[config.mk]
export PLATFORM = sky130hd
export DESIGN_NAME = pht_table
export DESIGN_NICKNAME = d
export VERILOG_FILES = /design/src/rtl/bp_pkg.sv /design/src/rtl/pht_inflight_fifo.sv /design/src/rtl/pht_table.sv
export SDC_FILE = /design/constraint.sdc
export NUM_CORES = 1
export LEC_CHECK = 0
export CAP_MARGIN = 40
export CORE_MARGIN = 5
export CORE_UTILIZATION = 35
export CTS_BUF_LIST = sky130_fd_sc_hd__clkbuf_2
export DETAILED_ROUTE_END_ITERATION = 10
export SLEW_MARGIN = 20
export SYNTH_ARGS = -nofsm -noshare
export SYNTH_HDL_FRONTEND = slang
export SYNTH_SLANG_ARGS = --single-unit
export TNS_END_PERCENT = 10
[constraint.sdc]
create_clock -name clk -period 3.5 [get_ports clk]
set_input_delay 0.7 -clock clk [delete_from_list [all_inputs] [get_ports clk]]
set_output_delay 0.7 -clock clk [all_outputs]
set_load 0.02 [all_outputs]
[src/rtl/bp_pkg.sv]
// ---------------------------------------------------------------------------
// bp_pkg
// Shared definitions for the gshare branch predictor blocks.
//   - 2-bit saturating counter encodings and reset value
//   - ctr_update(): saturating increment/decrement of one counter
//   - inflight_t: entry held between prediction and resolve {index, pred}
// ---------------------------------------------------------------------------
package bp_pkg;

   // Index width of the pattern history table (the table holds 2**BP_IDX_W counters).
   localparam int BP_IDX_W = 4;

   localparam logic [1:0] CTR_SNT   = 2'b00;
   localparam logic [1:0] CTR_WNT   = 2'b01;
   localparam logic [1:0] CTR_WT    = 2'b10;
   localparam logic [1:0] CTR_ST    = 2'b11;
   localparam logic [1:0] CTR_RESET = CTR_WNT;

   typedef struct packed {
      logic [BP_IDX_W-1:0] index;
      logic                pred;
   } inflight_t;

   // Move the counter one step toward the resolved outcome and saturate at both ends.
   function automatic logic [1:0] ctr_update(input logic [1:0] c, input logic taken);
      if (taken)
         return (c == CTR_ST)  ? CTR_ST  : c + 2'd1;
      else
         return (c == CTR_SNT) ? CTR_SNT : c - 2'd1;
   endfunction

endpackage

[src/rtl/pht_inflight_fifo.sv]
// ---------------------------------------------------------------------------
// pht_inflight_fifo
// In-order buffer of predicted-but-unresolved branches.
//   clk, reset    : rising-edge clock, synchronous active-high reset
//   push/push_data: enqueue (ignored when full)
//   pop/pop_data  : dequeue the oldest entry; pop_data shows the head at all times
//   full, empty   : derived from the registered occupancy
//   count         : occupancy 0..DEPTH
// DEPTH must be a power of two, so the pointers wrap by natural overflow.
// ---------------------------------------------------------------------------
module pht_inflight_fifo
   import bp_pkg::*;
#(
   parameter int DEPTH = 4
) (
   input  logic                     clk,
   input  logic                     reset,
   input  logic                     push,
   input  inflight_t                push_data,
   input  logic                     pop,
   output inflight_t                pop_data,
   output logic                     full,
   output logic                     empty,
   output logic [$clog2(DEPTH):0]   count
);

   localparam int PTR_W = $clog2(DEPTH);
   localparam int CNT_W = PTR_W + 1;

   inflight_t          mem [DEPTH];
   logic [PTR_W-1:0]   wr_ptr;
   logic [PTR_W-1:0]   rd_ptr;
   logic               do_push;
   logic               do_pop;

   assign full     = (count == CNT_W'(DEPTH));
   assign empty    = (count == '0);
   assign do_push  = push && !full;
   assign do_pop   = pop && !empty;
   assign pop_data = mem[rd_ptr];

   always_ff @(posedge clk) begin
      if (reset) begin
         wr_ptr <= '0;
         rd_ptr <= '0;
         count  <= '0;
      end else begin
         if (do_push) wr_ptr <= wr_ptr + PTR_W'(1);
         if (do_pop)  rd_ptr <= rd_ptr + PTR_W'(1);
         case ({do_push, do_pop})
            2'b10:   count <= count + CNT_W'(1);
            2'b01:   count <= count - CNT_W'(1);
            default: count <= count;
         endcase
      end
   end

   // Payload storage needs no reset; only the pointers define validity.
   always_ff @(posedge clk) begin
      if (do_push) mem[wr_ptr] <= push_data;
   end

endmodule

[src/rtl/pht_table.sv]
// ---------------------------------------------------------------------------
// pht_table
// Pattern history table for the gshare predictor. Each lookup reads a 2-bit
// counter and returns a registered prediction. The index and the prediction
// are queued so that the counter is trained at resolve time with the index
// captured at prediction time.
//   clk, reset                : rising-edge clock, synchronous active-high reset
//   lookup_valid/index/ready  : lookup handshake (accepted iff valid && ready)
//   pred_valid/pred_taken     : one-cycle registered prediction
//   resolve_valid/taken       : outcome of the oldest in-flight branch
//   mispredict                : one-cycle pulse, stored prediction != outcome
//   underflow_err             : sticky, a resolve arrived with nothing in flight
//   inflight_count            : buffer occupancy
// Optional build macro PHT_STATS_EN adds stat_lookups / stat_mispredicts
// (16-bit saturating counters).
// ---------------------------------------------------------------------------
module pht_table
   import bp_pkg::*;
#(
   parameter int IDX_W = BP_IDX_W,
   parameter int DEPTH = 4
) (
   input  logic                     clk,
   input  logic                     reset,
   input  logic                     lookup_valid,
   input  logic [IDX_W-1:0]         lookup_index,
   output logic                     lookup_ready,
   output logic                     pred_valid,
   output logic                     pred_taken,
   input  logic                     resolve_valid,
   input  logic                     resolve_taken,
   output logic                     mispredict,
   output logic                     underflow_err,
   output logic [$clog2(DEPTH):0]   inflight_count
`ifdef PHT_STATS_EN
   ,
   output logic [15:0]              stat_lookups,
   output logic [15:0]              stat_mispredicts
`endif
);

   localparam int ENTRIES = 2 ** IDX_W;

   logic [1:0]  ctr [ENTRIES];
   logic        fifo_full;
   logic        fifo_empty;
   inflight_t   head;
   inflight_t   push_ent;
   logic        accept;
   logic        pop;
   logic        lookup_pred;
   logic        misp_nxt;

   // Ready depends only on the registered occupancy, so a same-cycle pop
   // never frees a slot for the lookup arriving in that cycle.
   assign lookup_ready = !fifo_full;
   assign accept       = lookup_valid && lookup_ready;
   assign pop          = resolve_valid && !fifo_empty;
   assign lookup_pred  = ctr[lookup_index][1];
   assign misp_nxt     = pop && (head.pred ^ resolve_taken);

   assign push_ent.index = lookup_index;
   assign push_ent.pred  = lookup_pred;

   pht_inflight_fifo #(.DEPTH(DEPTH)) u_fifo (
      .clk       (clk),
      .reset     (reset),
      .push      (accept),
      .push_data (push_ent),
      .pop       (pop),
      .pop_data  (head),
      .full      (fifo_full),
      .empty     (fifo_empty),
      .count     (inflight_count)
   );

   // Counter training. The lookup read above is combinational from the old
   // array contents, so a lookup of the index being trained in the same cycle
   // sees the pre-update value.
   always_ff @(posedge clk) begin
      if (reset) begin
         for (int i = 0; i < ENTRIES; i++) ctr[i] <= CTR_RESET;
      end else if (pop) begin
         ctr[head.index] <= ctr_update(ctr[head.index], resolve_taken);
      end
   end

   always_ff @(posedge clk) begin
      if (reset) begin
         pred_valid    <= 1'b0;
         pred_taken    <= 1'b0;
         mispredict    <= 1'b0;
         underflow_err <= 1'b0;
      end else begin
         pred_valid    <= accept;
         pred_taken    <= accept && lookup_pred;
         mispredict    <= misp_nxt;
         if (resolve_valid && fifo_empty) underflow_err <= 1'b1;
      end
   end

`ifdef PHT_STATS_EN
   always_ff @(posedge clk) begin
      if (reset) begin
         stat_lookups     <= '0;
         stat_mispredicts <= '0;
      end else begin
         if (accept && stat_lookups != 16'hFFFF)
            stat_lookups <= stat_lookups + 16'd1;
         if (misp_nxt && stat_mispredicts != 16'hFFFF)
            stat_mispredicts <= stat_mispredicts + 16'd1;
      end
   end
`endif

endmodule
==> results of run 1 <==
-- per-stage QoR --
step                      instances  hold slack, ns  instance area [um^2]  util [%]
after global placement          377           0.448                  3530      38.6
after floorplan                 251           0.469                  3240         -
after global routing            393           0.530                  3620      39.6
after CTS                       393           0.505                  3620      39.6
final                           393           0.496                  3620      39.6
after detailed placement        377           0.463                  3530      38.6
-- cells in the mapped netlist, drive strengths merged (2+ instances only) --
master,count
nor3,3
and3,5
and2,3
dfxtp,13
mux4,10
nand3,2
clkbuf,3
ha,5
mux2i,16
buf,7
o22ai,8
edfxtp,52
nor2b,5
xnor2,3
nor4,9
a21oi,5
inv,7
or2,13
nor4b,9
nand2,14
o21ai,2
nand4b,8
nor2,19
nand4,8
nand2b,14
xor2,3
-- state kept, by name (all words and copies together) (netlist names), named ones only --
register / count
u_fifo.rd_ptr: 2
pred_taken: 1
u_fifo.wr_ptr: 2
ctr: 32
u_fifo.mem: 20
pred_valid: 1
underflow_err: 1
mispredict: 1
u_fifo.count: 3
-- power by group through the flow --
| stage | Clock [mW] | Combinational, mW | Sequential, mW |
|---|---|---|---|
| after floorplan | 0 | 0.697 | 0.989 |
| after global placement | 0 | 0.940 | 0.993 |
| after detailed placement | 0 | 0.944 | 0.995 |
| after CTS | 0.387 | 0.949 | 0.978 |
| after global routing | 0.430 | 1.02 | 0.988 |
| final | 0.380 | 0.950 | 0.975 |
-- critical path: cells and delay by family (launching register included) --
kind	cells	cell delay (ns)
compound gates	1	0.12
mux	2	1.15
flops	1	0.58
simple gates	3	0.99
-- routing by layer --
| layer | wire (um) | vias up | share of wire, % | GRT usage, % |
|---|---|---|---|---|
| met4 | 159 | 0 | 2.2 | 6.57 |
| met2 | 3300 | 40 | 47 | 20.4 |
| met3 | 237 | 12 | 3.3 | 2.73 |
| met1 | 3390 | 1050 | 48 | 17.7 |
| met5 | 0 | - | 0 | 0 |
| li1 | - | 1010 | - | - |
-- area by class of cell --
class	count	share of cell area, %
Clock buffer	9	1.24
Clock inverter	7	1.28
Inverter	7	0.725
Multi-Input combinational cell	169	36.4
Sequential cell	65	50.3
Tap cell	111	3.83
Timing Repair Buffer	25	6.28
-- cells by family (layout without fill, tap and decap cells) --
family,Yosys count,after routing,synth area share [%]
muxes,26,26,11.9
buffers and inverters,17,48,3.16
and+or+nand+nor,114,114,20.8
xor gates and xnor gates,6,6,1.62
DFF,65,65,56.2
adders and majority gates,6,6,2.55
AOI/OAI and AO/OA,17,17,3.86
-- worst max path at each step --
stage,depth (start not counted),start,to,slack (ns)
6_report,6,register,ctr[14][1],0.36
5_1_grt,6,register,ctr[14][1],0.19
4_1_cts,6,register,ctr[11][1],0.39
3_5_place_dp,6,register,ctr[11][1],0.45
3_3_place_gp,6,register,ctr[11][1],0.47
2_1_floorplan,9,register,ctr[14][1],1.04
==> results.py, run 1 <==
metrics = {
    "clock_network": {
        "numClockSinks": 65,
        "clock_latency_ns": 0.53,
        "postCtsHoldBufs": 0,
        "cts_resized": 0,
        "cts_tree": "built",
        "htreeDepth": 3,
        "cts.repair_timing.setup_buffer_count": 0,
        "path_clk_slew_ns": 0.22,
        "cts.path.max_buffers": 2,
        "cts-root-buf": "sky130_fd_sc_hd__clkbuf_2",
        "cts_made_buffers": 9,
    },
    "placement": {
        "portBuffers": 16,
        "place_worst_setup_slack_ns": 0.454,
        "dpl.hpwl_mm": 4.98,
        "routability_congestion_estimate_from_global_placement": 0.835,
    },
    "cells_and_area": {
        "register_area_mm2": 0.00182,
        "num-fill-cells": 879,
        "area_occupied_by_multi_input_gates_mm2": 0.00132,
        "layout_commonest_cell": "sky130_fd_sc_hd__edfxtp_1",
        "final_net_count": 292,
        "flow.area_growth_from_synthesis_pct": 11.8,
        "layout_common_cells": "52 x sky130_fd_sc_hd__edfxtp_1, 19 x sky130_fd_sc_hd__nor2_1, 16 x sky130_fd_sc_hd__mux2i_1, 16 x sky130_fd_sc_hd__clkdlybuf4s50_1",
        "ratio_of_cells_with_drive_above_1_in_the_final_layout_pct": 17.4,
        "antennaDiodeCount": 0,
    },
    "timing": {
        "worstMarginPinSlew_ns": 0.681,
        "totalNegativeSetupSlack_ns": 0,
        "layout_setup_ws_ns": 0.364,
        "worst_setup_skew_after_layout_ns": 0.0419,
        "maxClockFrequency_ghz": 0.319,
        "headroom_to_the_max_slew_limit_pct": 54.0,
        "final_min_period_ns": 3.14,
        "finalSetupViolCount": 0,
        "rsz0062_at_grt": "false",
        "share_of_the_clock_period_used_by_the_worst_path_after_layout_pct": 89.6,
        "hold_viol": 0,
        "slew_violations": 0,
    },
    "synthesis": {
        "synthesis.instances": 251,
        "synthDominantCellAreaShare_pct": 48.1,
        "synth_top_area_cell": "sky130_fd_sc_hd__edfxtp_1",
        "yosys_most_used_dff": "sky130_fd_sc_hd__edfxtp_1",
        "syn_avg_cell_area_um2": 12.9,
        "synth-async-reset-ratio_pct": 0,
        "synth.yosys.seq_area_share_pct": 56.2,
        "post_synth_instance_area_mm2": 0.00324,
        "syn_nets": 266,
        "synth_warnings": 0,
        "synth_top_cells_by_area": "sky130_fd_sc_hd__edfxtp_1 48%, sky130_fd_sc_hd__dfxtp_1 8.0%, sky130_fd_sc_hd__mux4_2 6.9%, sky130_fd_sc_hd__mux2i_1 4.9%, sky130_fd_sc_hd__nand2b_1 2.7%",
        "ys_ff_latch": 65,
        "synth-edff-count": 52,
        "yosys.cell_types.count": 37,
    },
    "setup_path": {
        "rrSetupSlack_ns": 0.36,
        "timing.critical_path.required_ns": 3.75,
        "start_kind": "register",
        "rr_endpoint": "ctr[14][1]",
        "critical_path.cell_chain": "mux4_2, mux2i_1, o22ai_1, or2_2, nor2_1, nor4b_1",
        "cpMaxStageDelayCell": "sky130_fd_sc_hd__mux4_2",
        "critPathMaxFanout": 21,
        "endpoint_kind_of_the_worst_setup_timing_path": "register",
        "worst_ep_arrival_time_ns": 3.39,
        "r2r_cells": 6,
        "critical_path.max_stage_delay_ns": 0.85,
        "path_class": "register to register",
    },
    "global_route": {
        "grt_pass1_wl_mm": 11.4,
        "globalRouteOverflowTotal": 0,
        "first_global_vias": 2161,
        "antenna_found_initial": 0,
        "global_route.usage.total_pct": 13.2,
        "grt_start_max_net_pins": 24,
    },
    "hold_path": {
        "min_from": "underflow_err",
        "timing.hold.worst.class": "register to register",
        "whs_endpoint": "underflow_err",
        "timing.hold.worst_path_depth": 2,
    },
    "routing": {
        "wl_per_cell_um": 18.0,
        "routed_wl_mm": 7.09,
        "via_count": 2112,
        "drtIter0Drc": 116,
        "final_antenna_net_count": 0,
        "drt_drc_violations_left": 0,
        "drt_via_density": 5.37,
        "drt_pre_antenna_iters": 4,
    },
    "floorplan": {
        "floorplan.io_pins": 17,
        "dieArea_mm2": 0.0113,
        "floorplan.die.width_um": 106,
        "die_h_um": 106,
        "floorplan.core_area_mm2": 0.00915,
        "initial_core_utilization_pct": 35.4,
        "row_count": 35,
    },
    "pwr": {
        "totalPowerFinal_mw": 2.30,
        "vdd_ir_drop_max_uv": 173,
        "cell_internal_pwr_mw": 1.37,
        "share_comb_of_total_power_pct": 41.2,
        "p_leak_nw": 1.21,
        "power.share.sequential_pct": 42.3,
        "power.density_cell_area_mw_per_mm2": 636,
        "switching_share_pct": 40.7,
        "pwr-share-clk_pct": 16.5,
        "switching_power_mw": 0.937,
    },
    "job": {
        "maxCapViolCount": 0,
    },
    "status": {
        "outcome": "finished clean",
    },
}
Power figures use the tool's default switching activity.
==> run 2: changes to the inputs <==
- REMOVE_ABC_BUFFERS: unset -> 1
==> results.py, run 2 (same netlist as run 1, synthesis figures left out) <==
metrics = {
    "status": {
        "outcome": "finished clean",
    },
    "setup_path": {
        "r2r_cells": 7,
        "critical_path.max_stage_delay_ns": 0.81,
        "cell_family_with_most_cp_delay": "multiplexers",
        "critical_path.n_buffers_inverters": 1,
        "endpoint_kind_of_the_worst_setup_timing_path": "register",
        "path_class": "register to register",
        "cpMaxStageDelayCell": "sky130_fd_sc_hd__mux4_2",
        "critical_path.cell_chain": "mux4_2, mux2i_1, o22ai_1, or2_2, a21oi_2, buf_4, nor4_1",
        "rr_endpoint": "ctr[9][1]",
        "critPathMaxFanout": 21,
        "rrSetupSlack_ns": 0.65,
        "worst_ep_arrival_time_ns": 3.11,
        "start_kind": "register",
        "timing.critical_path.required_ns": 3.76,
    },
    "cells_and_area": {
        "design_area_mm2": 0.00365,
        "register_with_the_most_flip_flops": "ctr",
        "finish.utilization_pct": 39.9,
        "final_net_count": 292,
        "largest_register_ffs": 32,
        "register_area_mm2": 0.00182,
        "largest_registers": "ctr: 32 flops, u_fifo.mem: 20 flops, u_fifo.count: 3 flops",
        "layout_commonest_cell": "sky130_fd_sc_hd__edfxtp_1",
        "area_occupied_by_multi_input_gates_mm2": 0.00132,
        "layout_common_cells": "52 x sky130_fd_sc_hd__edfxtp_1, 19 x sky130_fd_sc_hd__nor2_1, 16 x sky130_fd_sc_hd__mux2i_1, 16 x sky130_fd_sc_hd__clkdlybuf4s50_1",
        "ratio_of_cells_with_drive_above_1_in_the_final_layout_pct": 17.4,
        "num-fill-cells": 859,
        "flow.area_growth_from_synthesis_pct": 12.5,
        "antennaDiodeCount": 0,
    },
    "routing": {
        "wl_per_cell_um": 17.8,
        "drt_drc_violations_left": 0,
        "drt_pre_antenna_iters": 4,
        "final_antenna_net_count": 0,
        "drtIter0Drc": 151,
        "routed_wl_mm": 7.00,
        "drt_via_density": 5.41,
        "via_count": 2125,
    },
    "timing": {
        "final_min_period_ns": 2.85,
        "holdWs_ns": 0.501,
        "layout_setup_ws_ns": 0.653,
        "worstMarginPinSlew_ns": 0.604,
        "maxClockFrequency_ghz": 0.351,
        "finalSetupViolCount": 0,
        "rsz0062_at_grt": "false",
        "slew_violations": 0,
        "totalNegativeSetupSlack_ns": 0,
        "headroom_to_the_max_slew_limit_pct": 59.7,
        "share_of_the_clock_period_used_by_the_worst_path_after_layout_pct": 81.3,
        "worst_setup_skew_after_layout_ns": 0.0265,
        "hold_viol": 0,
    },
    "clock_network": {
        "htreeDepth": 3,
        "cts.path.max_buffers": 2,
        "cts_made_buffers": 9,
        "clock_latency_ns": 0.51,
        "cts_resized": 0,
        "postCtsHoldBufs": 0,
        "path_clk_slew_ns": 0.18,
        "cts.repair_timing.setup_buffer_count": 0,
        "cts_tree": "built",
        "numClockSinks": 65,
        "cts-root-buf": "sky130_fd_sc_hd__clkbuf_2",
    },
    "floorplan": {
        "initial_core_utilization_pct": 35.4,
        "die_h_um": 106,
        "floorplan.die.width_um": 106,
        "dieArea_mm2": 0.0113,
        "floorplan.core_area_mm2": 0.00915,
        "row_count": 35,
        "floorplan.io_pins": 17,
    },
    "global_route": {
        "antenna_found_initial": 0,
        "globalRouteOverflowTotal": 0,
        "grt_start_max_net_pins": 24,
        "grt_pass1_wl_mm": 11.1,
        "first_global_vias": 2114,
        "global_route.usage.total_pct": 12.8,
    },
    "placement": {
        "portBuffers": 16,
        "placed_area_mm2": 0.00353,
        "place_worst_setup_slack_ns": 0.682,
        "dpl.hpwl_mm": 5.10,
        "routability_congestion_estimate_from_global_placement": 0.852,
    },
    "hold_path": {
        "timing.hold.worst_path_depth": 2,
        "min_from": "underflow_err",
        "timing.hold.worst.class": "register to register",
        "whs_endpoint": "underflow_err",
    },
    "pwr": {
        "vdd_ir_drop_max_uv": 267,
        "power.density_cell_area_mw_per_mm2": 647,
        "p_leak_nw": 1.21,
    },
    "job": {
        "maxCapViolCount": 0,
    },
}
run 2: cell types whose count changed in the layout (fill, tap and decap cells not counted):
| cell | previous run | this run |
|---|---|---|
| sky130_fd_sc_hd__clkinv_4 | 3 | 2 |
| sky130_fd_sc_hd__clkinv_2 | 2 | 1 |
| sky130_fd_sc_hd__clkinvlp_4 | 0 | 2 |
| sky130_fd_sc_hd__inv_4 | 1 | 0 |
| sky130_fd_sc_hd__bufinv_16 | 0 | 1 |
run 2: per-stage QoR:
| stage | std cells | total power, mW |
|---|---|---|
| floorplan | 241 | 1.62 |
| global placement | 377 | 1.92 |
| detailed placement | 377 | 1.93 |
| CTS | 393 | 2.37 |
| global route | 393 | 2.50 |
| finish | 393 | 2.36 |
run 2: area by class of cell:
cell class / instances / area share, %
Clock buffer: 9 / 1.23
Clock inverter: 7 / 1.95
Inverter: 7 / 0.720
Multi-Input combinational cell: 169 / 36.1
Sequential cell: 65 / 49.9
Tap cell: 111 / 3.81
Timing Repair Buffer: 25 / 6.24
run 2: worst max-delay path by stage:
| stage | depth (start not counted) | slack [ns] | to | from |
|---|---|---|---|---|
| 6_report | 7 | 0.65 | ctr[9][1] | register |
| 3_3_place_gp | 7 | 0.64 | ctr[8][1] | register |
| 5_1_grt | 7 | 0.47 | ctr[14][1] | register |
| 4_1_cts | 7 | 0.65 | ctr[14][1] | register |
| 2_1_floorplan | 6 | 0.82 | ctr[11][1] | register |
| 3_5_place_dp | 3 | 0.68 | u_fifo.mem[2][0] | lookup_index[0] |
run 2: power by group:
| group | total, mW | leakage (nW) | internal [mW] | switching (mW) |
|---|---|---|---|---|
| clock network | 0.449 | 0.0655 | 0.163 | 0.286 |
| registers | 0.963 | 0.565 | 0.916 | 0.0474 |
| logic | 0.949 | 0.578 | 0.361 | 0.588 |
| total | 2.36 | 1.21 | 1.44 | 0.921 |
run 2: metal layers:
metal / part of all wire (%) / GRT usage (%)
met1: 48 / 17.5
met2: 47 / 19.7
met3: 3.4 / 2.31
met4: 1.5 / 6.38
met5: 0 / 0
run 2: worst reg2reg max path, cell delays in order, from the launching register on:
cell and delay (ns):
sky130_fd_sc_hd__dfxtp_1 0.40, sky130_fd_sc_hd__mux4_2 0.81, sky130_fd_sc_hd__mux2i_1 0.31, sky130_fd_sc_hd__o22ai_1 0.13, sky130_fd_sc_hd__or2_2 0.33, sky130_fd_sc_hd__a21oi_2 0.32, sky130_fd_sc_hd__buf_4 0.24, sky130_fd_sc_hd__nor4_1 0.07
==> run 3: changes to the inputs <==
- clock period: 3.5 -> 2.9 ns (I/O delays scaled with it)
==> results.py, run 3 (same netlist as run 1, synthesis figures left out) <==
metrics = {
    "global_route": {
        "grt_start_max_net_pins": 18,
        "first_global_vias": 2162,
        "grt_pass1_wl_mm": 11.6,
        "antenna_found_initial": 0,
        "global_route.usage.total_pct": 13.7,
        "globalRouteOverflowTotal": 0,
    },
    "clock_network": {
        "cts_tree": "built",
        "cts_made_buffers": 9,
        "cts.path.max_buffers": 2,
        "htreeDepth": 3,
        "clock_latency_ns": 0.51,
        "postCtsHoldBufs": 0,
        "numClockSinks": 65,
        "cts.repair_timing.setup_buffer_count": 0,
        "cts-root-buf": "sky130_fd_sc_hd__clkbuf_2",
        "path_clk_slew_ns": 0.20,
        "cts_resized": 0,
    },
    "setup_path": {
        "path_class": "register to register",
        "cpMaxStageDelayCell": "sky130_fd_sc_hd__mux4_2",
        "critPathMaxFanout": 17,
        "endpoint_kind_of_the_worst_setup_timing_path": "register",
        "timing.critical_path.required_ns": 3.14,
        "cell_family_with_most_cp_delay": "multiplexers",
        "rrSetupSlack_ns": 0.21,
        "start_kind": "register",
        "r2r_cells": 7,
        "worst_ep_arrival_time_ns": 2.93,
        "critical_path.cell_chain": "mux4_2, mux2i_1, o22ai_1, or2_4, o21ai_2, buf_4, nand4_1",
        "rr_endpoint": "ctr[13][0]",
        "critical_path.max_stage_delay_ns": 0.80,
        "critical_path.n_buffers_inverters": 1,
    },
    "job": {
        "maxCapViolCount": 0,
    },
    "cells_and_area": {
        "register_with_the_most_flip_flops": "ctr",
        "finish.utilization_pct": 40.6,
        "flow.area_growth_from_synthesis_pct": 14.6,
        "final_net_count": 299,
        "num-fill-cells": 858,
        "ratio_of_cells_with_drive_above_1_in_the_final_layout_pct": 19.7,
        "layout_common_cells": "52 x sky130_fd_sc_hd__edfxtp_1, 19 x sky130_fd_sc_hd__nor2_1, 16 x sky130_fd_sc_hd__mux2i_1, 16 x sky130_fd_sc_hd__clkdlybuf4s50_1, 15 x sky130_fd_sc_hd__buf_4",
        "antennaDiodeCount": 0,
        "largest_register_ffs": 32,
        "layout_commonest_cell": "sky130_fd_sc_hd__edfxtp_1",
        "largest_registers": "ctr: 32 flops, u_fifo.mem: 20 flops, u_fifo.count: 3 flops",
    },
    "hold_path": {
        "timing.hold.worst.class": "register to register",
        "whs_endpoint": "underflow_err",
        "timing.hold.worst_path_depth": 2,
        "min_from": "underflow_err",
    },
    "placement": {
        "routability_congestion_estimate_from_global_placement": 0.833,
        "portBuffers": 16,
        "dpl.hpwl_mm": 5.37,
    },
    "floorplan": {
        "floorplan.core_area_mm2": 0.00915,
        "initial_core_utilization_pct": 35.4,
        "floorplan.die.width_um": 106,
        "floorplan.io_pins": 17,
        "row_count": 35,
        "die_h_um": 106,
        "dieArea_mm2": 0.0113,
    },
    "timing": {
        "maxClockFrequency_ghz": 0.372,
        "totalNegativeSetupSlack_ns": 0,
        "share_of_the_clock_period_used_by_the_worst_path_after_layout_pct": 92.6,
        "finalSetupViolCount": 0,
        "worstMarginPinSlew_ns": 0.572,
        "hold_viol": 0,
        "worst_setup_skew_after_layout_ns": 0.0270,
        "final_min_period_ns": 2.69,
        "headroom_to_the_max_slew_limit_pct": 61.9,
        "slew_violations": 0,
        "rsz0062_at_grt": "false",
    },
    "pwr": {
        "totalPowerFinal_mw": 2.96,
        "power.density_cell_area_mw_per_mm2": 797,
        "vdd_ir_drop_max_uv": 298,
        "p_leak_nw": 1.25,
    },
    "routing": {
        "routed_wl_mm": 7.37,
        "drt_pre_antenna_iters": 4,
        "final_antenna_net_count": 0,
        "via_count": 2191,
        "drtIter0Drc": 141,
        "wl_per_cell_um": 18.4,
        "drt_via_density": 5.48,
        "drt_drc_violations_left": 0,
    },
    "status": {
        "outcome": "finished clean",
    },
}
run 3: worst min-delay path, cell delays in order (launching register included):
cell                      delay (ns)
sky130_fd_sc_hd__dfxtp_1        0.37
sky130_fd_sc_hd__a21oi_1        0.04
sky130_fd_sc_hd__nor2_1         0.07
run 3: layout make-up:
class / count / area, um^2 / share of cell area (%)
multi-input combinational: 169 / 1320 / 35.5
sequential: 65 / 1820 / 49.0
tap: 111 / 139 / 3.74
timing repair buffer: 32 / 293 / 7.88
clock inverter: 6 / 67.6 / 1.82
inverter: 7 / 26.3 / 0.707
clock buffer: 10 / 50.0 / 1.35
run 3: through the flow:
step / hold WS, ns / std cells / cell area [um^2] / setup WS, ns
after global placement: 0.463 / 384 / 3600 / 0.230
after floorplan: 0.463 / 241 / 3170 / 0.218
final: 0.498 / 400 / 3720 / 0.213
after global routing: 0.538 / 400 / 3720 / 0.0862
after CTS: 0.504 / 400 / 3720 / 0.230
after detailed placement: 0.460 / 384 / 3600 / 0.226
run 3: how the worst max path moves through the flow:
stage / start / endpoint / slack [ns] / depth (start not counted)
finish: register / ctr[13][0] / 0.21 / 7
detailed placement: lookup_index[0] / u_fifo.mem[0][0] / 0.23 / 3
global route: register / ctr[14][1] / 0.09 / 8
floorplan: register / ctr[11][1] / 0.22 / 6
global placement: lookup_index[0] / u_fifo.mem[2][0] / 0.23 / 3
CTS: register / ctr[10][1] / 0.23 / 7
run 3: metal layers:
layer  GRT usage [%]  share of wire [%]  vias up
met5               0                  0        -
met4            5.55                1.4        0
met3            3.04                5.1        8
met2            21.9                 48       59
met1            18.2                 46     1096
li1                -                  -     1028
run 3: report_power, final:
| part | switching, mW | internal (mW) |
|---|---|---|
| Sequential | 0.0557 | 1.11 |
| Clock | 0.349 | 0.205 |
| Combinational | 0.747 | 0.500 |
